## src/rtl/clk_div_ctrl.sv

```systemverilog
// Run-time programmable clock divider: glitch-free start/stop, one-cycle tick per
// output edge, optional burst length, and shadowed reconfiguration while running.
module clk_div_ctrl #(
  parameter int unsigned      CNT_W       = 32,
  parameter logic [CNT_W-1:0] DEFAULT_DIV = CNT_W'(2499999),
  parameter int unsigned      BURST_W     = 16
) (
  input  logic               clk_in,
  input  logic               rst_n,
  input  logic               en,
  input  logic               cfg_valid,
  input  logic [CNT_W-1:0]   cfg_div,
  input  logic [BURST_W-1:0] cfg_burst,
  output logic               cfg_ready,
  output logic               divided_clk,
  output logic               tick,
  output logic               busy,
  output logic               done,
  output logic [1:0]         dbg_state
);

  typedef enum logic [1:0] {
    IDLE     = 2'd0,
    RUN      = 2'd1,
    PEND     = 2'd2,
    STOPPING = 2'd3
  } state_t;

  state_t             state;
  logic [CNT_W-1:0]   cnt, div_reg, shd_div;
  logic [BURST_W-1:0] burst_reg, shd_burst, per_cnt;
  logic               shd_vld, hold;

  logic               cfg_acc, wrap, burst_end, do_load;
  logic [CNT_W-1:0]   cnt_nxt, next_div;
  logic [BURST_W-1:0] per_nxt, next_burst;

  // Config handshake: a transfer happens on any posedge where cfg_valid && cfg_ready;
  // the offerer holds cfg_div/cfg_burst stable until then. Ready only in IDLE and RUN.
  assign cfg_ready = (state == IDLE) || (state == RUN);
  assign cfg_acc   = cfg_valid && cfg_ready;
  assign busy      = (state != IDLE);
  assign dbg_state = state;

  assign cnt_nxt   = cnt + CNT_W'(1);
  assign per_nxt   = per_cnt + BURST_W'(1);
  assign wrap      = (cnt == div_reg);
  assign burst_end = wrap && divided_clk && (burst_reg != '0) && (per_nxt == burst_reg);

  // On a return to IDLE a waiting shadow wins; otherwise a same-edge accept loads directly.
  assign do_load    = shd_vld || cfg_acc;
  assign next_div   = shd_vld ? shd_div : cfg_div;
  assign next_burst = shd_vld ? shd_burst : cfg_burst;

  always_ff @(posedge clk_in or negedge rst_n) begin
    if (!rst_n) begin
      state       <= IDLE;
      cnt         <= '0;
      div_reg     <= DEFAULT_DIV;
      burst_reg   <= '0;
      per_cnt     <= '0;
      shd_div     <= '0;
      shd_burst   <= '0;
      shd_vld     <= 1'b0;
      hold        <= 1'b0;
      divided_clk <= 1'b0;
      tick        <= 1'b0;
      done        <= 1'b0;
    end else begin
      tick <= 1'b0;
      done <= 1'b0;
      if (!en) hold <= 1'b0;
      if (state == IDLE) begin
        divided_clk <= 1'b0;
        cnt         <= '0;
        if (cfg_acc) begin
          div_reg   <= cfg_div;
          burst_reg <= cfg_burst;
        end
        // hold keeps a finished burst from restarting until en is dropped
        if (en && !hold) begin
          state   <= RUN;
          per_cnt <= '0;
        end
      end else if (!en && !divided_clk) begin
        state   <= IDLE;
        cnt     <= '0;
        shd_vld <= 1'b0;
        if (do_load) begin
          div_reg   <= next_div;
          burst_reg <= next_burst;
        end
      end else if (wrap) begin
        cnt         <= '0;
        divided_clk <= ~divided_clk;
        tick        <= 1'b1;
        if (divided_clk && (burst_end || !en || state == STOPPING)) begin
          state   <= IDLE;
          per_cnt <= '0;
          done    <= burst_end;
          shd_vld <= 1'b0;
          if (burst_end) hold <= en;
          if (do_load) begin
            div_reg   <= next_div;
            burst_reg <= next_burst;
          end
        end else if (shd_vld) begin
          div_reg   <= shd_div;
          burst_reg <= shd_burst;
          per_cnt   <= '0;
          shd_vld   <= 1'b0;
          state     <= RUN;
        end else begin
          if (divided_clk) per_cnt <= per_nxt;
          if (cfg_acc) begin
            shd_div   <= cfg_div;
            shd_burst <= cfg_burst;
            shd_vld   <= 1'b1;
            state     <= PEND;
          end
        end
      end else begin
        cnt <= cnt_nxt;
        if (cfg_acc) begin
          shd_div   <= cfg_div;
          shd_burst <= cfg_burst;
          shd_vld   <= 1'b1;
        end
        // en low here means the high phase is in progress: finish it out
        if (!en) state <= STOPPING;
        else if (cfg_acc) state <= PEND;
      end
    end
  end

endmodule

```

## config.mk

```make
export PLATFORM = sky130hd
export DESIGN_NAME = clk_div_ctrl
export DESIGN_NICKNAME = d
export VERILOG_FILES = /design/src/rtl/clk_div_ctrl.sv
export SDC_FILE = /design/constraint.sdc
export NUM_CORES = 1
export LEC_CHECK = 0
export ABC_AREA = 1
export ABC_CLOCK_PERIOD_IN_PS = 4000
export CORE_ASPECT_RATIO = 1.25
export CORE_UTILIZATION = 40
export CTS_BUF_LIST = sky130_fd_sc_hd__clkbuf_4 sky130_fd_sc_hd__clkbuf_8
export CTS_CLUSTER_SIZE = 20
export DETAILED_ROUTE_END_ITERATION = 12
export DONT_BUFFER_PORTS = 1
export GPL_ROUTABILITY_DRIVEN = 0
export PLACE_DENSITY = 0.54
export SLEW_MARGIN = 30
export SYNTH_ARGS = -nofsm -noshare
export SYNTH_HDL_FRONTEND = slang
export SYNTH_SLANG_ARGS = --single-unit
```

## constraint.sdc

```tcl
create_clock -name clk_in -period 4 [get_ports clk_in]
set_clock_uncertainty 0.1 [all_clocks]
set_input_delay 0.6 -clock clk_in [delete_from_list [all_inputs] [get_ports clk_in]]
set_output_delay 0.6 -clock clk_in [all_outputs]
set_load 0.05 [all_outputs]
```

After elaboration in Yosys (flattened, before gate mapping)
Index checks and enable logic that the tools add are counted.
{"block": "totals", "reg_bits": 151, "inputBits": 52, "output_inout_bits": 7, "word_cells": 117}
{"block": "classes", "addsub": 2, "n_eq_ne": 9, "muxes": 64, "n_bitwise": 3, "reduce_logical": 27}
{"cell": "32-bit two-way mux", "n": 15}
{"cell": "16-bit two-way mux", "n": 19}
{"cell": "32-bit by 1-bit adder with 32-bit output (second input constant)", "n": 1}
{"cell": "32-bit == test", "n": 1}
{"cell": "1-bit two-way mux", "n": 22}
{"cell": "16-bit by 1-bit adder with 16-bit output (second input constant)", "n": 1}
{"cell": "16-bit == test", "n": 1}
{"cell": "2-bit two-way mux", "n": 8}
{"cell": "16-bit nonzero test", "n": 1}
{"cell": "2-bit != test (second input constant)", "n": 4}
{"cell": "4-bit AND reduction", "n": 2}
{"cell": "4-bit nonzero test", "n": 2}
{"cell": "1-bit logical AND", "n": 7}
{"cell": "3-bit nonzero test", "n": 2}
{"cell": "1-bit logical OR", "n": 4}
{"cell": "2-bit AND reduction", "n": 2}
{"cell": "2-bit nonzero test", "n": 2}
{"cell": "1-bit logical NOT", "n": 3}
{"cell": "1-bit inverter", "n": 3}
{"cell": "3-bit AND reduction", "n": 1}
{"cell": "2-bit by 1-bit == test with 1-bit output (second input constant)", "n": 1}
{"cell": "2-bit == test (second input constant)", "n": 1}
{"cell": "2-bit logical NOT", "n": 1}
{"cell": "2-bit by 1-bit != test with 1-bit output (second input constant)", "n": 1}

Depth between registers and ports, before layout
Gate-level depths: netlist of the first run.
{"block": "logic_depth", "depth_word": 11, "mapped_depth": 20, "depth_no_buf": 19}

Least setup slack after synthesis of the first run
OpenSTA, ideal clock, no wires.
{"block": "synth_timing", "path_type": "flip-flop to output port", "startpoint": "register state[1], in the netlist dbg_state[1]", "endpoint": "output busy", "arrival_ns": 1.907, "path_slack_ns": 1.393, "path_stages_with_launch": 5, "path_buffers": 2, "path_cell_list": "dfrtp_1 > nor2_1 > inv_1 > clkbuf_1 > clkbuf_1"}
{"block": "synth_between", "elab_chain_cells": 1}
{"item": "from (decl)", "line": "29", "source": "state_t state;"}
{"item": "from (signal assigned)", "line": "57", "source": "state <= IDLE;"}
{"item": "from (signal assigned)", "line": "82", "source": "state <= RUN;"}
{"item": "from (signal assigned)", "line": "86", "source": "state <= IDLE;"}
{"item": "2-bit nonzero test", "line": "42", "source": "assign busy = (state != IDLE);"}
{"item": "to (decl)", "line": "17", "source": "output logic busy,"}
Every way passes these cells.

Worst setup path after layout of the first run
{"block": "layout_timing", "startpoint": "register per_cnt[0]", "endpoint": "register div_reg[3]"}
{"block": "layout_between", "elab_chain_cells": 10, "elab_cells_between_ends": 12}
{"item": "from (decl)", "line": "31", "source": "logic [BURST_W-1:0] burst_reg, shd_burst, per_cnt;"}
{"item": "from (signal assigned)", "line": "114", "source": "if (divided_clk) per_cnt <= per_nxt;"}
{"item": "16-bit by 1-bit adder with 16-bit output *", "line": "46", "source": "assign per_nxt = per_cnt + BURST_W'(1);"}
{"item": "16-bit == test *", "line": "48", "source": "assign burst_end = wrap && divided_clk && (burst_reg != '0) && (per_nxt == burst_reg);"}
{"item": "1-bit logical AND *", "line": "48"}
{"item": "1-bit logical OR * (2 in a row)", "line": "97", "source": "if (divided_clk && (burst_end || !en || state == STOPPING)) begin"}
{"item": "1-bit logical AND *", "line": "97"}
{"item": "32-bit two-way mux", "line": "97"}
{"item": "32-bit two-way mux", "line": "93", "source": "end else if (wrap) begin"}
{"item": "32-bit two-way mux", "line": "85", "source": "end else if (!en && !divided_clk) begin"}
{"item": "32-bit two-way mux", "line": "73", "source": "if (state == IDLE) begin"}
{"item": "to (signal assigned)", "line": "77", "source": "div_reg <= cfg_div;"}
{"item": "to (signal assigned)", "line": "90", "source": "div_reg <= next_div;"}
{"item": "to (signal assigned)", "line": "104", "source": "div_reg <= next_div;"}
{"item": "to (decl)", "line": "30", "source": "logic [CNT_W-1:0] cnt, div_reg, shd_div;"}
Every way passes the cells marked *; elsewhere a longest branch is shown, timed or not. The select of a mux whose other input is x is not followed.
A chain may end at the register's enable or synchronous reset.

==> results.md, run 1 <==
## Status
* **run status** finished, violations left
* **failing checks** negative hold slack

## Timing
* **number of hold-slack violations in the final timing report** 151
* **worst-margin pin slew** 0.902 ns
* **Final Max Tran Viols** 0
* **post-route setup TNS** 0 ns
* **final hold slack** -0.286 ns
* **timing-limited maximum frequency** 298 MHz
* **RSZ-0062 raised after global routing** false
* **final worst path period need** 3.36 ns
* **Rel. slew slack** 39.6%
* **fraction of the cycle the final worst path needs** 83.9%
* **total of endpoints with negative setup slack in the final report** 0

## Setup path
* **critical path class** flip-flop to flip-flop
* **arrival time at the worst endpoint** 3.67 ns
* **maximum fanout along the worst path** 57
* **flop2flop setup slack** 0.64 ns
* **Startpoint Class** flip-flop
* **kind of capture point of the worst setup path** flip-flop
* **data required time at the worst endpoint** 4.31 ns

## Logic synthesis
* **Avg Inst Size Synth** 6.61 um^2
* **adder and majority gate portion of the synthesized area** 0.261%
* **portion of the post-synthesis area used by sequential elements** 39.5%
* **fraction of synthesized area in multiplexers** 0%
* **leading cell type by number of instances after synthesis** sky130_fd_sc_hd__nand2_1
* **ys async rst share** 100%
* **area of the mapped netlist** 9600 um^2
* **share of synthesized cell area in and, or, nand and nor gates** 38.7%
* **most used flip-flop cell after synthesis** sky130_fd_sc_hd__dfrtp_1
* **Post-synth EDFFs** 0
* **FF+latch count, synth** 151
* **number of warnings issued by yosys** 0
* **number of nets produced by synthesis** 1,506
* **cell accounting for the most synthesized area** sky130_fd_sc_hd__dfrtp_1
* **most instantiated cells after synthesis** sky130_fd_sc_hd__nand2_1 (520), sky130_fd_sc_hd__nor2_1 (178), sky130_fd_sc_hd__inv_1 (163)
* **xor-xnor portion of the synthesized cell area** 1.09%
* **main combinational cell family by area after synthesis** simple AND/OR/NAND/NOR gates
* **area fraction of the dominant cell type after synthesis** 36.2%
* **largest cells by area after synthesis** sky130_fd_sc_hd__dfrtp_1 (36%), sky130_fd_sc_hd__nand2_1 (20%), sky130_fd_sc_hd__nand3_1 (7.3%)
* **number of cells produced by synthesis** 1,452
* **Synth Area in Compound Gates** 10.3%
* **number of distinct standard cells referenced by the synthesized netlist** 40

## Route
* **post-detailed-route DRC marker count** 0
* **Vias per Instance** 5.29
* **routed wire length per instance** 16.2 um
* **number of iterations in the first detailed-routing pass** 6
* **total number of vias** 9,140
* **wire length after detailed routing** 27,900 um
* **starting DRC count in detailed routing** 603
* **Final ANT Viol Nets** 0

## Clocking
* **clock tree from TritonCTS** done
* **H-tree lvl count** 4
* **Root Driver** sky130_fd_sc_hd__clkbuf_8
* **clock buffers created by TritonCTS** 17
* **clock transition at the registers of the reported paths** 0.10 ns
* **buffers inserted by post-CTS timing repair** 0
* **clock tree buffer depth** 2
* **number of gates resized after CTS** 0
* **clock latency of the later-clocked register in the worst-skew pair** 0.47 ns
* **Clock Sink Count** 151

## Worst hold path
* **Hold WC Path Type** primary input to async pin

## Pwr
* **leakage component of the power** 4.90 nW
* **highest ir drop seen on vdd** 0.261 mV
* **Sequential Power Share** 37.3%
* **switching power of the nets** 0.00304 W
* **Cell Int Power** 0.00370 W
* **combinational group share of total power** 44.0%
* **share of total power consumed by net switching** 45.1%
* **power density relative to cell area** 660 nW/um^2
* **Clk network pwr share** 18.7%

## Placed design
* **quantity of I/O buffers inserted on ports** 0
* **half-perimeter wire length after placement** 18,000 um

## Cells and area
* **proportion of layout cells with a drive suffix above 1** 6.13%
* **area growth from synthesis to layout** 6.32%
* **Antenna diodes** 0
* **Reg area** 3790 um^2
* **total area of multi-input combinational cells** 4860 um^2
* **fill cell total of the finished layout** 2,528
* **Layout Nets** 1,477

## Floorplan
* **num ports** 59
* **area enclosed by the die boundary** 24,600 um^2
* **width of the chip** 141 um
* **area inside the core boundary** 23,600 um^2
* **number of rows in the core area** 63
* **effective utilization at floorplan** 40.6%
* **die height** 175 um

## Flow run
* **maximum capacitance violations** 0

## GRT
* **GRT Overall Usage** 23.7%
* **largest net degree at the start of global routing** 152
* **number of antenna violations at the first check in global routing** 0
* **global-route congestion overflow total** 0
* **via count of the first global-routing pass** 8,815
* **first-pass GRT wire length** 46,000 um

through the flow:
stage | instance area (um^2) | instances | setup WS (ns) | util, % | power [W]
floorplan | 9600 | 1452 | 1.39 | - | 0.00475
global placement | 9800 | 1696 | 0.633 | 41.4 | 0.00548
global route | 10200 | 1728 | 0.339 | 43.2 | 0.00733
detailed placement | 9800 | 1696 | 0.686 | 41.4 | 0.00550
finish | 10200 | 1728 | 0.642 | 43.2 | 0.00674
CTS | 10200 | 1728 | 0.660 | 43.2 | 0.00678
layout by cell type (no fill, tap or decap), types with 3 or more instances in the layout:
master                       netlist  routed
sky130_fd_sc_hd__inv_6             0       5
sky130_fd_sc_hd__buf_4             3      16
sky130_fd_sc_hd__nor4_1            4       4
sky130_fd_sc_hd__nor3_2            3       3
sky130_fd_sc_hd__nand2_1         520     517
sky130_fd_sc_hd__o221ai_1         45      45
sky130_fd_sc_hd__o211ai_1          4       4
sky130_fd_sc_hd__nor2_2            7       7
sky130_fd_sc_hd__a21oi_1          22      22
sky130_fd_sc_hd__nor3_1           18      18
sky130_fd_sc_hd__nand4_1          17      17
sky130_fd_sc_hd__o21ai_1          14      14
sky130_fd_sc_hd__clkbuf_8          0      19
sky130_fd_sc_hd__dfstp_2          12      12
sky130_fd_sc_hd__clkinvlp_4        0       3
sky130_fd_sc_hd__nand2_2           4       6
sky130_fd_sc_hd__o21ai_0          61      61
sky130_fd_sc_hd__nor2_1          178     178
sky130_fd_sc_hd__inv_1           163     162
sky130_fd_sc_hd__dfrtp_1         139     138
sky130_fd_sc_hd__xor2_1           11      11
sky130_fd_sc_hd__a31oi_1           3       3
sky130_fd_sc_hd__nand3_1         141     141
metal layers:
layer  track usage, %  share of wire, %  up-vias
met5                0                 0        -
met4             7.25               1.6        0
met3             3.97               4.0       31
met2             41.9                50      198
met1             29.4                45     4331
li1                 -                 -     4580
final timing paths:
path | startpoint | end | cells after the start
setup / recovery | per_cnt[0] | div_reg[3] | 18
hold / removal | rst_n | per_cnt[5] | 0
setup reg to reg | per_cnt[0] | div_reg[3] | 18
hold reg to reg | div_reg[13] | div_reg[13] | 2
max in group asynchronous | rst_n | div_reg[17] | 0
min in group clk_in | cfg_div[17] | shd_div[17] | 2
final cells by class:
| type | instances | area share, % |
|---|---|---|
| inverters | 165 | 6.09 |
| flip-flops and latches | 151 | 37.2 |
| repair buffers | 18 | 1.57 |
| well taps | 292 | 3.58 |
| clock inverters | 12 | 1.37 |
| multi-input cells | 1070 | 47.6 |
| clock buffers | 20 | 2.64 |
logic make-up after synthesis:
| logic type | count (synthesis) |
|---|---|
| AO/OA/AOI/OAI | 156 |
| XOR/XNOR | 12 |
| flip-flops | 151 |
| AND/OR/NAND/NOR | 900 |
| adder cells (fa/ha/maj) | 2 |
| buffers and inverters | 231 |
worst max-delay path: stages (launching register included):
cell                      delay [ns]
sky130_fd_sc_hd__dfrtp_1        0.46
sky130_fd_sc_hd__ha_1           0.25
sky130_fd_sc_hd__nand3_1        0.14
sky130_fd_sc_hd__nor2_1         0.23
sky130_fd_sc_hd__nand2_1        0.10
sky130_fd_sc_hd__nand3_1        0.13
sky130_fd_sc_hd__nand2_1        0.06
sky130_fd_sc_hd__nor2_1         0.17
sky130_fd_sc_hd__nand3_1        0.12
sky130_fd_sc_hd__nor2_1         0.17
sky130_fd_sc_hd__nand3_2        0.12
sky130_fd_sc_hd__nand2_2        0.11
sky130_fd_sc_hd__nand2_4        0.11
sky130_fd_sc_hd__nand2_1        0.13
sky130_fd_sc_hd__nand2_4        0.27
sky130_fd_sc_hd__buf_12         0.33
sky130_fd_sc_hd__nor2_1         0.14
sky130_fd_sc_hd__nand2_1        0.07
sky130_fd_sc_hd__nand2_1        0.06
power groups by stage:
stage	clock network [W]	registers [W]	logic (W)
4_1_cts	0.00129	0.00251	0.00298
5_1_grt	0.00135	0.00259	0.00339
2_1_floorplan	0	0.00241	0.00234
3_3_place_gp	0	0.00254	0.00295
3_5_place_dp	0	0.00254	0.00297
6_report	0.00126	0.00251	0.00296
Power figures use the tool's default switching activity.
==> inputs of run 2 (changes only) <==
ABC_CLOCK_PERIOD_IN_PS = 3410   (was 4000)
clock period = 3.41 ns   (was 4 ns; I/O delays follow)
==> run 2 against run 1 <==
Compared with the run above: the run still ends with negative hold slack left; global-route usage down 0.23 points; clock power rose by 19%; critical endpoint is now div_reg[0]; largest cell class unchanged; critical path depth grew 2; cell area increased by 0.86%; combinational power rose by 18%; via count decreased by 0.86%.
==> results.md, run 2 (synthesis gave the netlist of run 1 again) <==
## Clocking
* **Root Driver** sky130_fd_sc_hd__clkbuf_8
* **clock latency of the later-clocked register in the worst-skew pair** 0.48 ns, about the same
* **buffers inserted by post-CTS timing repair** 0, unchanged
* **clock transition at the registers of the reported paths** 0.09 ns, about the same
* **clock buffers created by TritonCTS** 17, unchanged
* **clock tree buffer depth** 2, unchanged
* **H-tree lvl count** 4, unchanged
* **clock tree from TritonCTS** done
* **Clock Sink Count** 151, unchanged

## Route
* **number of iterations in the first detailed-routing pass** 5, -1
* **routed wire length per instance** 16.0 um, -1.2%
* **post-detailed-route DRC marker count** 0, unchanged
* **Final ANT Viol Nets** 0, unchanged
* **wire length after detailed routing** 27,600 um, -1.0%
* **total number of vias** 9,061, -0.86%
* **Vias per Instance** 5.23, -1.1%
* **starting DRC count in detailed routing** 608, +0.83%

## Setup path
* **Startpoint Class** flip-flop
* **family of cells with the greatest summed delay on the critical path** simple AND/OR/NAND/NOR gates
* **data required time at the worst endpoint** 3.72 ns, -0.59 ns
* **critical path class** flip-flop to flip-flop
* **most numerous cell on the critical path** sky130_fd_sc_hd__nand2_1
* **slowest cell on the critical path** sky130_fd_sc_hd__dfrtp_1
* **CP peak stage delay** 0.44 ns, -0.02 ns
* **Buffers & Inverters on Critical Path** 1, unchanged
* **cell-by-cell trace of the critical path** ha_1 > nand2_2 > nor2_4 > nand2_1 > nor2_1 > nand2_1 > nand2_1 > nand2_1 > nand2_1 > nand2_1 > nor2_2 > nand3_2 > nand2_2 > nand2_4 > nand2_1 > nand2_8 > buf_4 > nor2_1 > nand2_1 > nand2_1
* **maximum fanout along the worst path** 31, -46%
* **arrival time at the worst endpoint** 3.40 ns, -0.27 ns
* **kind of capture point of the worst setup path** flip-flop

## Timing
* **fraction of the cycle the final worst path needs** 90.5%, +6.6 points
* **Final Max Tran Viols** 0, unchanged
* **final hold slack** -0.368 ns, -0.0820 ns
* **timing-limited maximum frequency** 324 MHz, +8.8%
* **Rel. slew slack** 55.2%, +16 points
* **slack of the critical path** 0.323 ns, -0.319 ns
* **final worst path period need** 3.09 ns, -0.271 ns
* **number of hold-slack violations in the final timing report** 151, unchanged
* **total of endpoints with negative setup slack in the final report** 0, unchanged
* **worst-margin pin slew** 0.671 ns, -0.231 ns

## Cells and area
* **most common library cell in the layout ignoring fill and taps** sky130_fd_sc_hd__nand2_1
* **proportion of layout cells with a drive suffix above 1** 6.39%, +0.26 points
* **fill cell total of the finished layout** 2,492, -1.4%
* **Antenna diodes** 0, unchanged
* **commonest non-fill, non-tap cells in the layout** sky130_fd_sc_hd__nand2_1 (517), sky130_fd_sc_hd__nor2_1 (178), sky130_fd_sc_hd__inv_1 (162)
* **total area of multi-input combinational cells** 4870 um^2, +0.28%
* **area growth from synthesis to layout** 7.23%
* **Reg area** 3790 um^2, unchanged
* **Layout Nets** 1,481, +0.27%

## Floorplan
* **num ports** 59, unchanged
* **area enclosed by the die boundary** 24,600 um^2, unchanged
* **die height** 175 um, unchanged
* **width of the chip** 141 um, unchanged
* **number of rows in the core area** 63, unchanged
* **effective utilization at floorplan** 40.6%, unchanged
* **area inside the core boundary** 23,600 um^2, unchanged

## Status
* **run status** finished, violations left
* **failing checks** negative hold slack

## GRT
* **GRT Overall Usage** 23.5%, -0.23 points
* **via count of the first global-routing pass** 8,556, -2.9%
* **largest net degree at the start of global routing** 152, unchanged
* **first-pass GRT wire length** 45,300 um, -1.5%
* **number of antenna violations at the first check in global routing** 0, unchanged
* **global-route congestion overflow total** 0, unchanged

## Placed design
* **quantity of I/O buffers inserted on ports** 0, unchanged
* **half-perimeter wire length after placement** 18,300 um, +1.8%
* **Setup Slack @ Placement** 0.230 ns, -0.456 ns

## Pwr
* **highest ir drop seen on vdd** 0.334 mV, +28%
* **power density relative to cell area** 772 nW/um^2, +17%
* **leakage component of the power** 4.94 nW, +0.79%

## Worst hold path
* **Hold WC Path Type** primary input to async pin

## Flow run
* **maximum capacitance violations** 0, unchanged

-- run 2: worst paths after layout --
path                            depth (start not counted)        start             to  slack (ns)
worst min register to register                          2  div_reg[13]    div_reg[13]        0.38
max in group asynchronous                               0        rst_n    div_reg[18]        3.30
worst min-delay path                                    0        rst_n  shd_burst[11]       -0.37
min in group clk_in                                     2  cfg_div[15]    shd_div[15]        0.09
worst max register to register                         20   per_cnt[0]     div_reg[0]        0.32
worst max-delay path                                   20   per_cnt[0]     div_reg[0]        0.32
-- run 2: routing by layer --
metal | global-route usage [%] | share of wire (%) | wire (um)
met4 | 7.38 | 1.6 | 440
met5 | 0 | 0 | 0
met2 | 40.5 | 49 | 13500
met1 | 30.0 | 45 | 12500
met3 | 3.81 | 4.4 | 1210
-- run 2: layout make-up --
class | count | share of cell area (%)
Multi-Input combinational cell | 1070 | 47.3
Sequential cell | 151 | 36.9
Inverter | 165 | 6.04
Tap cell | 292 | 3.55
Clock buffer | 19 | 2.54
Timing Repair Buffer | 22 | 2.21
Clock inverter | 13 | 1.49
-- run 2: stage by stage --
| step | utilization, % | setup TNS [ns] | std cells | area, um^2 | total power [W] |
|---|---|---|---|---|---|
| 6_report | 43.5 | 0 | 1732 | 10300 | 0.00795 |
| 3_5_place_dp | 41.7 | 0 | 1700 | 9870 | 0.00648 |
| 3_3_place_gp | 41.7 | 0 | 1700 | 9870 | 0.00642 |
| 4_1_cts | 43.5 | 0 | 1732 | 10300 | 0.00800 |
| 2_1_floorplan | - | 0 | 1452 | 9600 | 0.00557 |
| 5_1_grt | 43.5 | -0.00332 | 1732 | 10300 | 0.00865 |
-- run 2: what timing repair did --
action,4_1_cts,5_1_grt
hold endpoints to repair,151,151
gates resized for setup,0,2
endpoints found under the setup margin,0,19
-- run 2: where the power goes --
part	internal, W	switching, W
Sequential	0.00243	0.000536
Clock	0.000756	0.000745
Combinational	0.00125	0.00224
==> inputs of run 3 (changes only) <==
ABC_CLOCK_PERIOD_IN_PS = 2600   (was 3410)
PLACE_DENSITY = 0.56   (was 0.54)
clock period = 2.6 ns   (was 3.41 ns; I/O delays follow)
==> run 3 against run 2 <==
Compared with the run above: the flow finishes with violations (negative hold slack, negative setup slack); largest cell class unchanged; maximum frequency increased by 15%; largest power group unchanged; hold slack lost 0.12 ns; critical endpoint is now shd_div[11]; non-clock buffer count grew 149; register-to-register slack got worse by 0.41 ns.
==> results.md, run 3 (synthesis gave the netlist of run 1 again) <==
## Route
* **post-detailed-route DRC marker count** 0, unchanged
* **number of iterations in the first detailed-routing pass** 5, unchanged
* **routed wire length per instance** 17.3 um, +8.3%
* **starting DRC count in detailed routing** 763, +25%
* **Vias per Instance** 5.33, +1.8%
* **total number of vias** 10,000, +11%
* **wire length after detailed routing** 32,500 um, +18%
* **Final ANT Viol Nets** 0, unchanged

## Clocking
* **clock tree from TritonCTS** done
* **clock latency of the later-clocked register in the worst-skew pair** 0.48 ns, about the same
* **clock buffers created by TritonCTS** 17, unchanged
* **Root Driver** sky130_fd_sc_hd__clkbuf_8
* **H-tree lvl count** 4, unchanged
* **number of hold buffers added after cts** 50
* **clock tree buffer depth** 2, unchanged
* **clock transition at the registers of the reported paths** 0.10 ns, about the same
* **Clock Sink Count** 151, unchanged

## Cells and area
* **most common library cell in the layout ignoring fill and taps** sky130_fd_sc_hd__nand2_1
* **Layout Cells excl Fill** 1,882, +8.7%
* **fill cell total of the finished layout** 2,274, -8.7%
* **Layout Nets** 1,631, +10%
* **area growth from synthesis to layout** 31.7%
* **total area of multi-input combinational cells** 5460 um^2, +12%
* **Reg area** 3800 um^2, +0.13%
* **Antenna diodes** 0, unchanged
* **final standard cell utilization of the core** 53.5%, +9.9 points
* **proportion of layout cells with a drive suffix above 1** 20.2%, +14 points
* **Finished Cell Area** 12,600 um^2, +23%
* **commonest non-fill, non-tap cells in the layout** sky130_fd_sc_hd__nand2_1 (476), sky130_fd_sc_hd__inv_1 (161), sky130_fd_sc_hd__dfrtp_1 (134)

## Pwr
* **Overall Power** 0.0124 W, +56%
* **highest ir drop seen on vdd** 0.457 mV, +37%
* **leakage component of the power** 5.99 nW, +21%
* **power density relative to cell area** 984 nW/um^2, +27%

## Timing
* **post-route setup TNS** -3.20 ns, -3.20 ns
* **timing-limited maximum frequency** 372 MHz, +15%
* **RSZ-0062 raised after global routing** true
* **Final Max Tran Viols** 0, unchanged
* **final hold slack** -0.487 ns, -0.119 ns
* **fraction of the cycle the final worst path needs** 103%, +13 points
* **final worst path period need** 2.68 ns, -0.402 ns
* **total of endpoints with negative setup slack in the final report** 87, +87
* **worst-margin pin slew** 0.537 ns, -0.134 ns
* **number of hold-slack violations in the final timing report** 151, unchanged
* **Rel. slew slack** 64.1%, +8.8 points
* **slack of the critical path** -0.0846 ns, -0.408 ns

## Setup path
* **capturing instance or port of the critical path** shd_div[11]
* **worst setup path startpoint** per_cnt[1]
* **flop2flop setup slack** -0.08 ns, -0.41 ns
* **CP peak stage delay** 0.43 ns, about the same
* **data required time at the worst endpoint** 2.91 ns, -0.81 ns
* **Startpoint Class** flip-flop
* **cell-by-cell trace of the critical path** buf_6 > nand3_2 > nor2_2 > buf_6 > nand3_1 > nand2_1 > nand3_1 > nand2_2 > nand3_2 > nor2_4 > nand3_4 > nand2_4 > nand2_4 > o211ai_4 > clkbuf_16 > clkbuf_16 > nand2_1 > o21ai_1
* **maximum fanout along the worst path** 6, -81%
* **worst r2r dst** shd_div[11]
* **critical path class** flip-flop to flip-flop
* **family of cells with the greatest summed delay on the critical path** simple AND/OR/NAND/NOR gates
* **slowest cell on the critical path** sky130_fd_sc_hd__dfrtp_1
* **total stage count of the critical path** 18, -10%
* **number of cells on the worst reg-to-reg path** 18, -10%
* **reg-to-reg startpoint** per_cnt[1]
* **kind of capture point of the worst setup path** flip-flop
* **Buffers & Inverters on Critical Path** 4, +3
* **arrival time at the worst endpoint** 2.99 ns, -0.41 ns

## Placed design
* **quantity of I/O buffers inserted on ports** 0, unchanged
* **Placed Area** 10,400 um^2, +5.0%
* **half-perimeter wire length after placement** 18,600 um, +1.9%
* **number of instances in the placed design** 1,758, +3.4%

## Status
* **run status** finished, violations left
* **failing checks** negative hold slack, negative setup slack

## GRT
* **number of antenna violations at the first check in global routing** 0, unchanged
* **via count of the first global-routing pass** 9,644, +13%
* **largest net degree at the start of global routing** 152, unchanged
* **GRT Overall Usage** 24.8%, +1.3 points
* **first-pass GRT wire length** 48,300 um, +6.6%
* **global-route congestion overflow total** 0, unchanged

## Floorplan
* **die height** 175 um, unchanged
* **num ports** 59, unchanged
* **area inside the core boundary** 23,600 um^2, unchanged
* **area enclosed by the die boundary** 24,600 um^2, unchanged
* **width of the chip** 141 um, unchanged
* **number of rows in the core area** 63, unchanged
* **effective utilization at floorplan** 40.6%, unchanged

## Flow run
* **maximum capacitance violations** 0, unchanged

## Worst hold path
* **Hold WC Path Type** primary input to async pin

-- run 3: cell types whose count changed in the layout (fill, tap and decap cells not counted), sizes merged --
cell and change:
buf +83, bufinv +2, clkbuf +17, clkinv -2
clkinvlp -1, dlygate4sd3 +50, nand2 +1
-- run 3: timing repair --
item,4_1_cts,5_1_grt
cloned,2,23
resized for setup,19,199
endpoints found under the setup margin,115,122
setup buffers,11,7
pin swaps,1,49
hold endpoints to repair,202,151
-- run 3: worst register-to-register path, cell delays in order (launching register included) --
cell                        delay, ns
sky130_fd_sc_hd__dfrtp_1         0.43
sky130_fd_sc_hd__buf_6           0.13
sky130_fd_sc_hd__nand3_2         0.09
sky130_fd_sc_hd__nor2_2          0.16
sky130_fd_sc_hd__buf_6           0.14
sky130_fd_sc_hd__nand3_1         0.07
sky130_fd_sc_hd__nand2_1         0.08
sky130_fd_sc_hd__nand3_1         0.09
sky130_fd_sc_hd__nand2_2         0.12
sky130_fd_sc_hd__nand3_2         0.12
sky130_fd_sc_hd__nor2_4          0.17
sky130_fd_sc_hd__nand3_4         0.11
sky130_fd_sc_hd__nand2_4         0.10
sky130_fd_sc_hd__nand2_4         0.05
sky130_fd_sc_hd__o211ai_4        0.15
sky130_fd_sc_hd__clkbuf_16       0.25
sky130_fd_sc_hd__clkbuf_16       0.16
sky130_fd_sc_hd__nand2_1         0.04
sky130_fd_sc_hd__o21ai_1         0.06
-- run 3: final cells by class --
| cell class | count | share of cell area (%) |
|---|---|---|
| flip-flops and latches | 151 | 30.1 |
| inverters | 165 | 4.92 |
| repair buffers | 171 | 15.2 |
| clock buffers | 20 | 2.13 |
| clock inverters | 12 | 1.58 |
| multi-input cells | 1071 | 43.2 |
| well taps | 292 | 2.89 |
-- run 3: how the worst min path moves through the flow --
stage / from / end / slack [ns]
after floorplan: rst_n / burst_reg[0] / -0.006
after global placement: rst_n / per_cnt[13] / 0.003
after detailed placement: rst_n / burst_reg[13] / 0.002
after CTS: rst_n / per_cnt[15] / -0.54
after global routing: rst_n / burst_reg[11] / -0.53
final: rst_n / burst_reg[13] / -0.49
-- run 3: through the flow --
| step | setup slack [ns] | hold WS, ns |
|---|---|---|
| detailed placement | -0.183 | 0.00242 |
| global placement | -0.165 | 0.00305 |
| CTS | -0.0187 | -0.537 |
| global route | -0.234 | -0.525 |
| finish | -0.0846 | -0.487 |
| floorplan | 0.102 | -0.00559 |
-- run 3: power breakdown --
group          internal [W]  total (W)  switching [W]
logic               0.00264    0.00642        0.00378
clock network       0.00120    0.00218       0.000976
registers           0.00319    0.00383       0.000649
total               0.00703     0.0124        0.00541
-- run 3: routing by layer --
layer,part of all wire (%),global-route usage (%)
met5,0,0
met4,2.9,10.2
met3,4.8,3.92
met2,50,43.2
met1,42,30.4
